===== src/rtl/fifo_stream_pkg.sv =====
// Shared types and constants for the FIFO read-side streaming stage.
// Imported by the holding buffer and the top level.
package fifo_stream_pkg;

    localparam int DEFAULT_DATA_W = 8;
    localparam int MIN_BUF_DEPTH  = 3;
    localparam int MAX_PKT_LEN    = 65535;

    typedef logic [DEFAULT_DATA_W-1:0] word_t;

endpackage


===== src/rtl/fifo_rd_skid.sv =====
// Circular holding buffer between the FIFO read port and the output stream.
// The pointers wrap modulo BUF_DEPTH, so the depth does not have to be a power of two.
module fifo_rd_skid
    import fifo_stream_pkg::*;
#(
    parameter int DATA_W    = DEFAULT_DATA_W,
    parameter int BUF_DEPTH = MIN_BUF_DEPTH,
    parameter int OCC_W     = $clog2(BUF_DEPTH + 1)
) (
    input  logic              clk,
    input  logic              rst,
    input  logic              push,
    input  logic [DATA_W-1:0] push_data,
    input  logic              pop,
    output logic [DATA_W-1:0] head_data,
    output logic [OCC_W-1:0]  occ
);

    localparam int PTR_W = (BUF_DEPTH > 1) ? $clog2(BUF_DEPTH) : 1;

    logic [DATA_W-1:0] mem_q [BUF_DEPTH];
    logic [PTR_W-1:0]  wr_ptr_q, wr_ptr_d;
    logic [PTR_W-1:0]  rd_ptr_q, rd_ptr_d;
    logic [OCC_W-1:0]  occ_q, occ_d;
    logic              pop_ok;

    function automatic logic [PTR_W-1:0] ptr_inc(input logic [PTR_W-1:0] ptr);
        return (ptr == PTR_W'(BUF_DEPTH - 1)) ? '0 : ptr + PTR_W'(1);
    endfunction

    // The issue rule upstream guarantees a free slot for every push.
    always_comb begin
        pop_ok   = pop && (occ_q != '0);
        wr_ptr_d = wr_ptr_q;
        rd_ptr_d = rd_ptr_q;
        occ_d    = occ_q;
        if (push) begin
            wr_ptr_d = ptr_inc(wr_ptr_q);
        end
        if (pop_ok) begin
            rd_ptr_d = ptr_inc(rd_ptr_q);
        end
        case ({push, pop_ok})
            2'b10:   occ_d = occ_q + OCC_W'(1);
            2'b01:   occ_d = occ_q - OCC_W'(1);
            default: occ_d = occ_q;
        endcase
    end

    always_ff @(posedge clk) begin
        if (rst) begin
            wr_ptr_q <= '0;
            rd_ptr_q <= '0;
            occ_q    <= '0;
        end else begin
            wr_ptr_q <= wr_ptr_d;
            rd_ptr_q <= rd_ptr_d;
            occ_q    <= occ_d;
        end
    end

    // NOTE: storage is not reset; an entry is only observable after it has been written.
    always_ff @(posedge clk) begin
        if (push) begin
            mem_q[wr_ptr_q] <= push_data;
        end
    end

    assign head_data = mem_q[rd_ptr_q];
    assign occ       = occ_q;

endmodule


===== src/rtl/fifo_rd_stream.sv =====
// Drains a registered-output synchronous FIFO into a valid/ready stream with
// packet framing; r_en depends only on local registers and fifo_empty.
module fifo_rd_stream
    import fifo_stream_pkg::*;
#(
    parameter int DATA_W    = DEFAULT_DATA_W,
    parameter int BUF_DEPTH = MIN_BUF_DEPTH,
    parameter int PKT_LEN   = 4,
    parameter int CNT_W     = 16
) (
    input  logic              clk,
    input  logic              rst,
    input  logic              fifo_empty,
    input  logic [DATA_W-1:0] fifo_data_out,
    output logic              fifo_r_en,
    output logic              m_valid,
    input  logic              m_ready,
    output logic [DATA_W-1:0] m_data,
    output logic              m_last,
    output logic [CNT_W-1:0]  stall_cnt
);

    localparam int OCC_W  = $clog2(BUF_DEPTH + 1);
    localparam int BEAT_W = (PKT_LEN > 1) ? $clog2(PKT_LEN) : 1;

    generate
        if (BUF_DEPTH < MIN_BUF_DEPTH) begin : g_bad_depth
            $error("fifo_rd_stream: BUF_DEPTH below minimum for full throughput");
        end
        if (PKT_LEN < 1 || PKT_LEN > MAX_PKT_LEN) begin : g_bad_pkt_len
            $error("fifo_rd_stream: PKT_LEN out of range");
        end
    endgenerate

    logic [OCC_W-1:0]  occ;
    logic [DATA_W-1:0] head_data;
    logic              handshake;
    logic              inflight_q, inflight_d;
    logic [BEAT_W-1:0] beat_idx_q, beat_idx_d;
    logic [CNT_W-1:0]  stall_cnt_q, stall_cnt_d;

    fifo_rd_skid #(
        .DATA_W    (DATA_W),
        .BUF_DEPTH (BUF_DEPTH),
        .OCC_W     (OCC_W)
    ) u_skid (
        .clk       (clk),
        .rst       (rst),
        .push      (inflight_q),
        .push_data (fifo_data_out),
        .pop       (handshake),
        .head_data (head_data),
        .occ       (occ)
    );

    // Counting the in-flight read reserves its slot, so the buffer can never overflow.
    always_comb begin
        fifo_r_en = !rst && !fifo_empty
                    && ((int'(occ) + int'(inflight_q)) < BUF_DEPTH);
        m_valid   = (occ != '0);
        handshake = m_valid && m_ready;
        m_data    = m_valid ? head_data : '0;
        m_last    = m_valid && (beat_idx_q == BEAT_W'(PKT_LEN - 1));

        inflight_d  = fifo_r_en;
        beat_idx_d  = beat_idx_q;
        stall_cnt_d = stall_cnt_q;
        if (handshake) begin
            beat_idx_d = (beat_idx_q == BEAT_W'(PKT_LEN - 1)) ? '0 : beat_idx_q + BEAT_W'(1);
        end
        if (m_valid && !m_ready && (stall_cnt_q != '1)) begin
            stall_cnt_d = stall_cnt_q + CNT_W'(1);
        end
    end

    // NOTE: sequential state uses non-blocking assignments so every register samples pre-edge values.
    always_ff @(posedge clk) begin
        if (rst) begin
            inflight_q  <= 1'b0;
            beat_idx_q  <= '0;
            stall_cnt_q <= '0;
        end else begin
            inflight_q  <= inflight_d;
            beat_idx_q  <= beat_idx_d;
            stall_cnt_q <= stall_cnt_d;
        end
    end

    assign stall_cnt = stall_cnt_q;

endmodule

===== config.mk =====
export PLATFORM = sky130hd
export DESIGN_NAME = fifo_rd_stream
export DESIGN_NICKNAME = d
export VERILOG_FILES = /design/src/rtl/fifo_stream_pkg.sv /design/src/rtl/fifo_rd_skid.sv /design/src/rtl/fifo_rd_stream.sv
export SDC_FILE = /design/constraint.sdc
export NUM_CORES = 1
export LEC_CHECK = 0
export CAP_MARGIN = 20
export CORE_MARGIN = 2
export CORE_UTILIZATION = 30
export CTS_CLUSTER_DIAMETER = 30
export DETAILED_ROUTE_END_ITERATION = 16
export SETUP_SLACK_MARGIN = 0.4
export SYNTH_ARGS = -nofsm -noshare
export SYNTH_HDL_FRONTEND = slang
export SYNTH_HIERARCHICAL = 1
export SYNTH_SLANG_ARGS = --single-unit

===== constraint.sdc =====
create_clock -name clk -period 3.5 [get_ports clk]
set_input_delay 0.7 -clock clk [delete_from_list [all_inputs] [get_ports clk]]
set_output_delay 0.7 -clock clk [all_outputs]
set_load 0.01 [all_outputs]

* Word level (Yosys, flattened, before mapping)
Memory sizes are Yosys's and may differ from the RTL's. A register that Yosys moved wholly into a read port is not among the register bits. Index checks and enable logic that the tools add are counted.
Storage, ports and cells: output and inout bits 27, memories kept 1, logic and storage cells 42, register bits 25, bits of input ports 12, memory bits (writable) 24
Cells by class: reductions and logical operators 12, equality and inequality tests 6, add/subtract/negate cells 7, muxes and demuxes 9, order comparisons 1
Memory list:
- u_skid.mem_q | words 3, bits a word 8, rd ports 1, clocked after Yosys merged registers in 1, wr ports 1, RTL line fifo_rd_skid.sv:21 | logic [DATA_W-1:0] mem_q [BUF_DEPTH];
Operators by type and width (count):
- $add A16 B1 Y16 const B | 1
- $ne A16 B16 Y1 const B | 1
- $mux W2 | 5
- $add A2 B1 Y2 const B | 4
- $eq A2 B2 Y1 const B | 4
- $mux W8 | 1
- $logic_and A1 B1 Y1 | 7
- $pmux W2 S2 | 1
- $reduce_bool A2 Y1 | 2
- $add A2 B1 Y3 | 1
- $logic_not A1 Y1 | 3
- $lt A3 B2 Y1 const B | 1
- $eq A2 B1 Y1 const B | 1
- $mux W1 | 2
- $sub A2 B1 Y2 const B | 1

* Longest topological paths before layout
word-level depth 5, depth in mapped cells 8, depth with buffers taken out 8

* Modules after synthesis
Netlist, hierarchy kept.
Modules (own cells, without submodules):
- fifo_rd_skid | instances 1, area an instance 1186.1 sq um, seq. area each 880.8 sq um, cells an instance 83
- fifo_rd_stream | instances 1, area an instance 1054.8 sq um, seq. area each 380.4 sq um, cells an instance 127

* Worst setup path before layout
OpenSTA, ideal clock, no wires.
path type reg-to-output, start point register u_skid.occ_q[0], in the netlist u_skid/occ[0], end point output port fifo_r_en, setup slack 1265 ps, path buffers 0, arrival 1535 ps, required time 2800 ps, cell stages (with the launch flop) 4, cell sequence dfxtp_1 ha_1 ha_1 a2111oi_0
Between the ends: longest elaborated chain between the ends 3
RTL lines:
- from (decl) | RTL line fifo_rd_skid.sv:24 | logic [OCC_W-1:0] occ_q, occ_d;
- from (signal assigned) | RTL line fifo_rd_skid.sv:54 | occ_q <= '0;
- from (signal assigned) | RTL line fifo_rd_skid.sv:58 | occ_q <= occ_d;
- $add A2 B1 Y3 | RTL line fifo_rd_stream.sv:59 | && ((int'(occ) + int'(inflight_q)) < BUF_DEPTH);
- $lt A3 B2 Y1 | RTL line fifo_rd_stream.sv:59
- $logic_and A1 B1 Y1 | RTL line fifo_rd_stream.sv:59
- to (decl) | RTL line fifo_rd_stream.sv:15 | output logic fifo_r_en,
Every way passes these cells.

* Final worst setup path
Ends and elaborated chain as after synthesis.

==> impl_metrics.tcl <==
set metrics [dict create \
    rows 31 \
    drive_above_1_share_pct 9.13 \
    end_kind "primary output" \
    endpoint "fifo_r_en" \
    area_growth_pct 28.8 \
    power_switching_uw 261 \
    worstSetupPathType "reg2out" \
    power_frac_clock_pct 38.1 \
    hold_path_class "reg2reg" \
    drt_iter0_drc 65 \
    clkTransAtPathRegs_ps 90 \
    grt_overflow 0 \
    yosysWarnings 6 \
    finalNetCount 268 \
    yosysTopAreaCell "edfxtp_1" \
    ff2ff_path_depth 6 \
    grt_pass1_wl_um 7910 \
    antenna_cells 0 \
    syn_area_um2 2240 \
    ios 39 \
    fin_setup_tns_ps 0 \
    finalWirelength_um 4700 \
    crit_slowest_cell "clkdlybuf4s50_1" \
    worst-path-stages 4 \
    cp_max_fo 7 \
    synth_common_cells "dfxtp_1 (27), edfxtp_1 (24), nand2_1 (21)" \
    routedWlPerCell_um 13.4 \
    rsz0062_at_grt "false" \
    synthTopCellsByArea "edfxtp_1 (32%), dfxtp_1 (24%), mux2i_1 (4.5%)" \
    p_sw_share_pct 20.9 \
    portBuffers 38 \
    first_pass_iters 4 \
    r2r_start "stall_cnt[0]" \
    synth.avg_cell_area_um2 10.7 \
    synth_cell_type_count 39 \
    drc_errors 0 \
    critPathBufInv 1 \
    die_w_um 90.4 \
    cp_top_family "buffers and inverters" \
    max_cap_violations 0 \
    coreArea_um2 7250 \
    syn_nets 227 \
    post-route-util_pct 39.8 \
    p_per_area_nw_per_um2 432 \
    start_kind "flop" \
    cp-startpoint "u_skid/occ[0]" \
    die_area_um2 8180 \
    initial_utilization_pct 30.9 \
    synth_edf_count 24 \
    vias 1733 \
    vias_per_cell 4.94 \
    clock_skew_ps 7.22 \
    max-slew-margin-rel_pct 45.0 \
    arrival_ps 2230 \
    synth_most_common_cell "dfxtp_1" \
    tightest_slew_ps 818 \
    reg2reg_to "stall_cnt[15]" \
    pwr-share-comb_pct 9.5 \
    synth_ff_type "dfxtp_1" \
    seqPwrFrac_pct 52.4 \
    clk_latency_ps 300 \
    gp_congestion 0.715 \
    postRouteAntennaNets 0 \
    cp_cell_sequence "ha_1 > ha_1 > a2111oi_2 > clkdlybuf4s50_1" \
    p_int_uw 986 \
    htree_num_levels 2 \
    synth_top_area_share_pct 32.2 \
    power.total_mw 1.25 \
    ys_ff_latch 51 \
    cts_hold_buf 0 \
    hpwl_um 3230 \
    synth-seq-area-share_pct 56.3 \
    setup_viol 0 \
    cts_sinks 51 \
    crit_required_ps 2800 \
    postCtsSetupBuffers 0 \
    grt_max_degree 27 \
    max_clock_freq_mhz 341 \
    cpPeakStageDelay_ps 610 \
    slew_violations 0 \
    status "finished clean" \
    first_global_vias 1664 \
    cpMostUsedCell "ha_1" \
    hold_viol_final 0 \
    antenna_found_initial 0 \
    grt_use_total_pct 11.9 \
    synthCells 210 \
    die_h_um 90.4 \
    post-route-period-util_pct 83.7 \
    p_leak_nw 0.919 \
    reg2reg_setup_slack_ps 1200 \
    irDropWorstVdd_uv 153 \
    synthArstFlopShare_pct 0 \
    cts_buffer_depth 2 \
    cts_made_buffers 5 \
    period_minus_slack_ps 2930 \
    root_buffer "clkbuf_8" \
    tritoncts "built" \
]
[kinds of logic (layout without fill, tap and decap cells)]
family,Yosys count,after routing,share of synthesized area [%]
mux,12,12,5.47
buf+inv,14,56,2.68
xor+xnor,2,2,0.782
fa+ha+maj,5,5,2.79
flops,51,51,56.3
compound gates,47,47,12.6
simple gates,79,79,19.4
[flip-flops by register name, summed over array words and instances (netlist names), named ones only]
name	flops
stall_cnt	16
inflight_q	1
u_skid/rd_ptr_q	2
u_skid/mem_q	24
beat_idx_q	2
u_skid/occ	2
u_skid/wr_ptr_q	2
[worst min path at each step]
stage / startpoint / to / cells past startpoint
floorplan: u_skid/rd_ptr_q[0] / flop / 2
global placement: u_skid/rd_ptr_q[0] / flop / 2
detailed placement: u_skid/rd_ptr_q[1] / u_skid/rd_ptr_q[1] / 2
CTS: u_skid/rd_ptr_q[1] / u_skid/rd_ptr_q[1] / 2
global route: u_skid/rd_ptr_q[1] / u_skid/rd_ptr_q[1] / 2
finish: u_skid/rd_ptr_q[0] / u_skid/rd_ptr_q[0] / 2
[worst register-to-register path, delay by kind of cell, from the launching register on]
kind / cells / cell delay (ps)
and+or+nand+nor: 3 / 970
DFF: 1 / 420
buffers and inverters: 1 / 300
muxes: 1 / 270
adders and majority gates: 1 / 220
[what timing repair did]
action | in CTS | in global routing
gates resized for setup | 1 | 1
setup endpoints to repair | 1 | 1
endpoints found under the hold margin | 0 | 0
[per-stage QoR]
| stage | hold slack, ps | worst slack (ps) | instance area [µm²] | std cells |
|---|---|---|---|---|
| detailed placement | 489 | 556 | 2740 | 343 |
| CTS | 504 | 465 | 2880 | 351 |
| floorplan | 446 | 1270 | 2240 | 210 |
| global route | 545 | 436 | 2890 | 351 |
| global placement | 477 | 448 | 2740 | 343 |
| finish | 509 | 570 | 2890 | 351 |
[layout by cell type, fill, tap and decap left out, types with 6 or more instances in the layout]
master           netlist  final
nor2_1                10     10
dfxtp_1               27     27
mux2i_1               10     10
inv_1                  6      6
nor2b_1               11     11
a21oi_1               16     16
edfxtp_1              24     24
clkdlybuf4s50_1        0     38
o31ai_1                8      8
o21ai_0               14     14
nand2_1               21     21
or4_1                  6      6
or3_1                  6      6
[metal layers]
metal	up-vias	GRT usage, %	routed length [µm]
met2	40	19.5	2220
met5	-	0	0
met1	822	15.1	2210
met4	0	5.00	74
li1	863	-	-
met3	8	2.75	203
[area by class of cell]
| type | count | area, µm² |
|---|---|---|
| Clock buffer | 5 | 68.8 |
| Clock inverter | 3 | 67.6 |
| Fill cell | 724 | 4370 |
| Inverter | 6 | 22.5 |
| Multi-Input combinational cell | 145 | 932 |
| Sequential cell | 51 | 1260 |
| Tap cell | 99 | 124 |
| Timing Repair Buffer | 42 | 410 |
[power groups by stage]
stage | combinational, mW | sequential [mW] | clock (mW)
final | 0.118 | 0.654 | 0.475
after detailed placement | 0.118 | 0.668 | 0
after global placement | 0.115 | 0.667 | 0
after CTS | 0.119 | 0.654 | 0.496
after global routing | 0.131 | 0.657 | 0.521
after floorplan | 0.0583 | 0.664 | 0
Power figures use the tool's default switching activity.
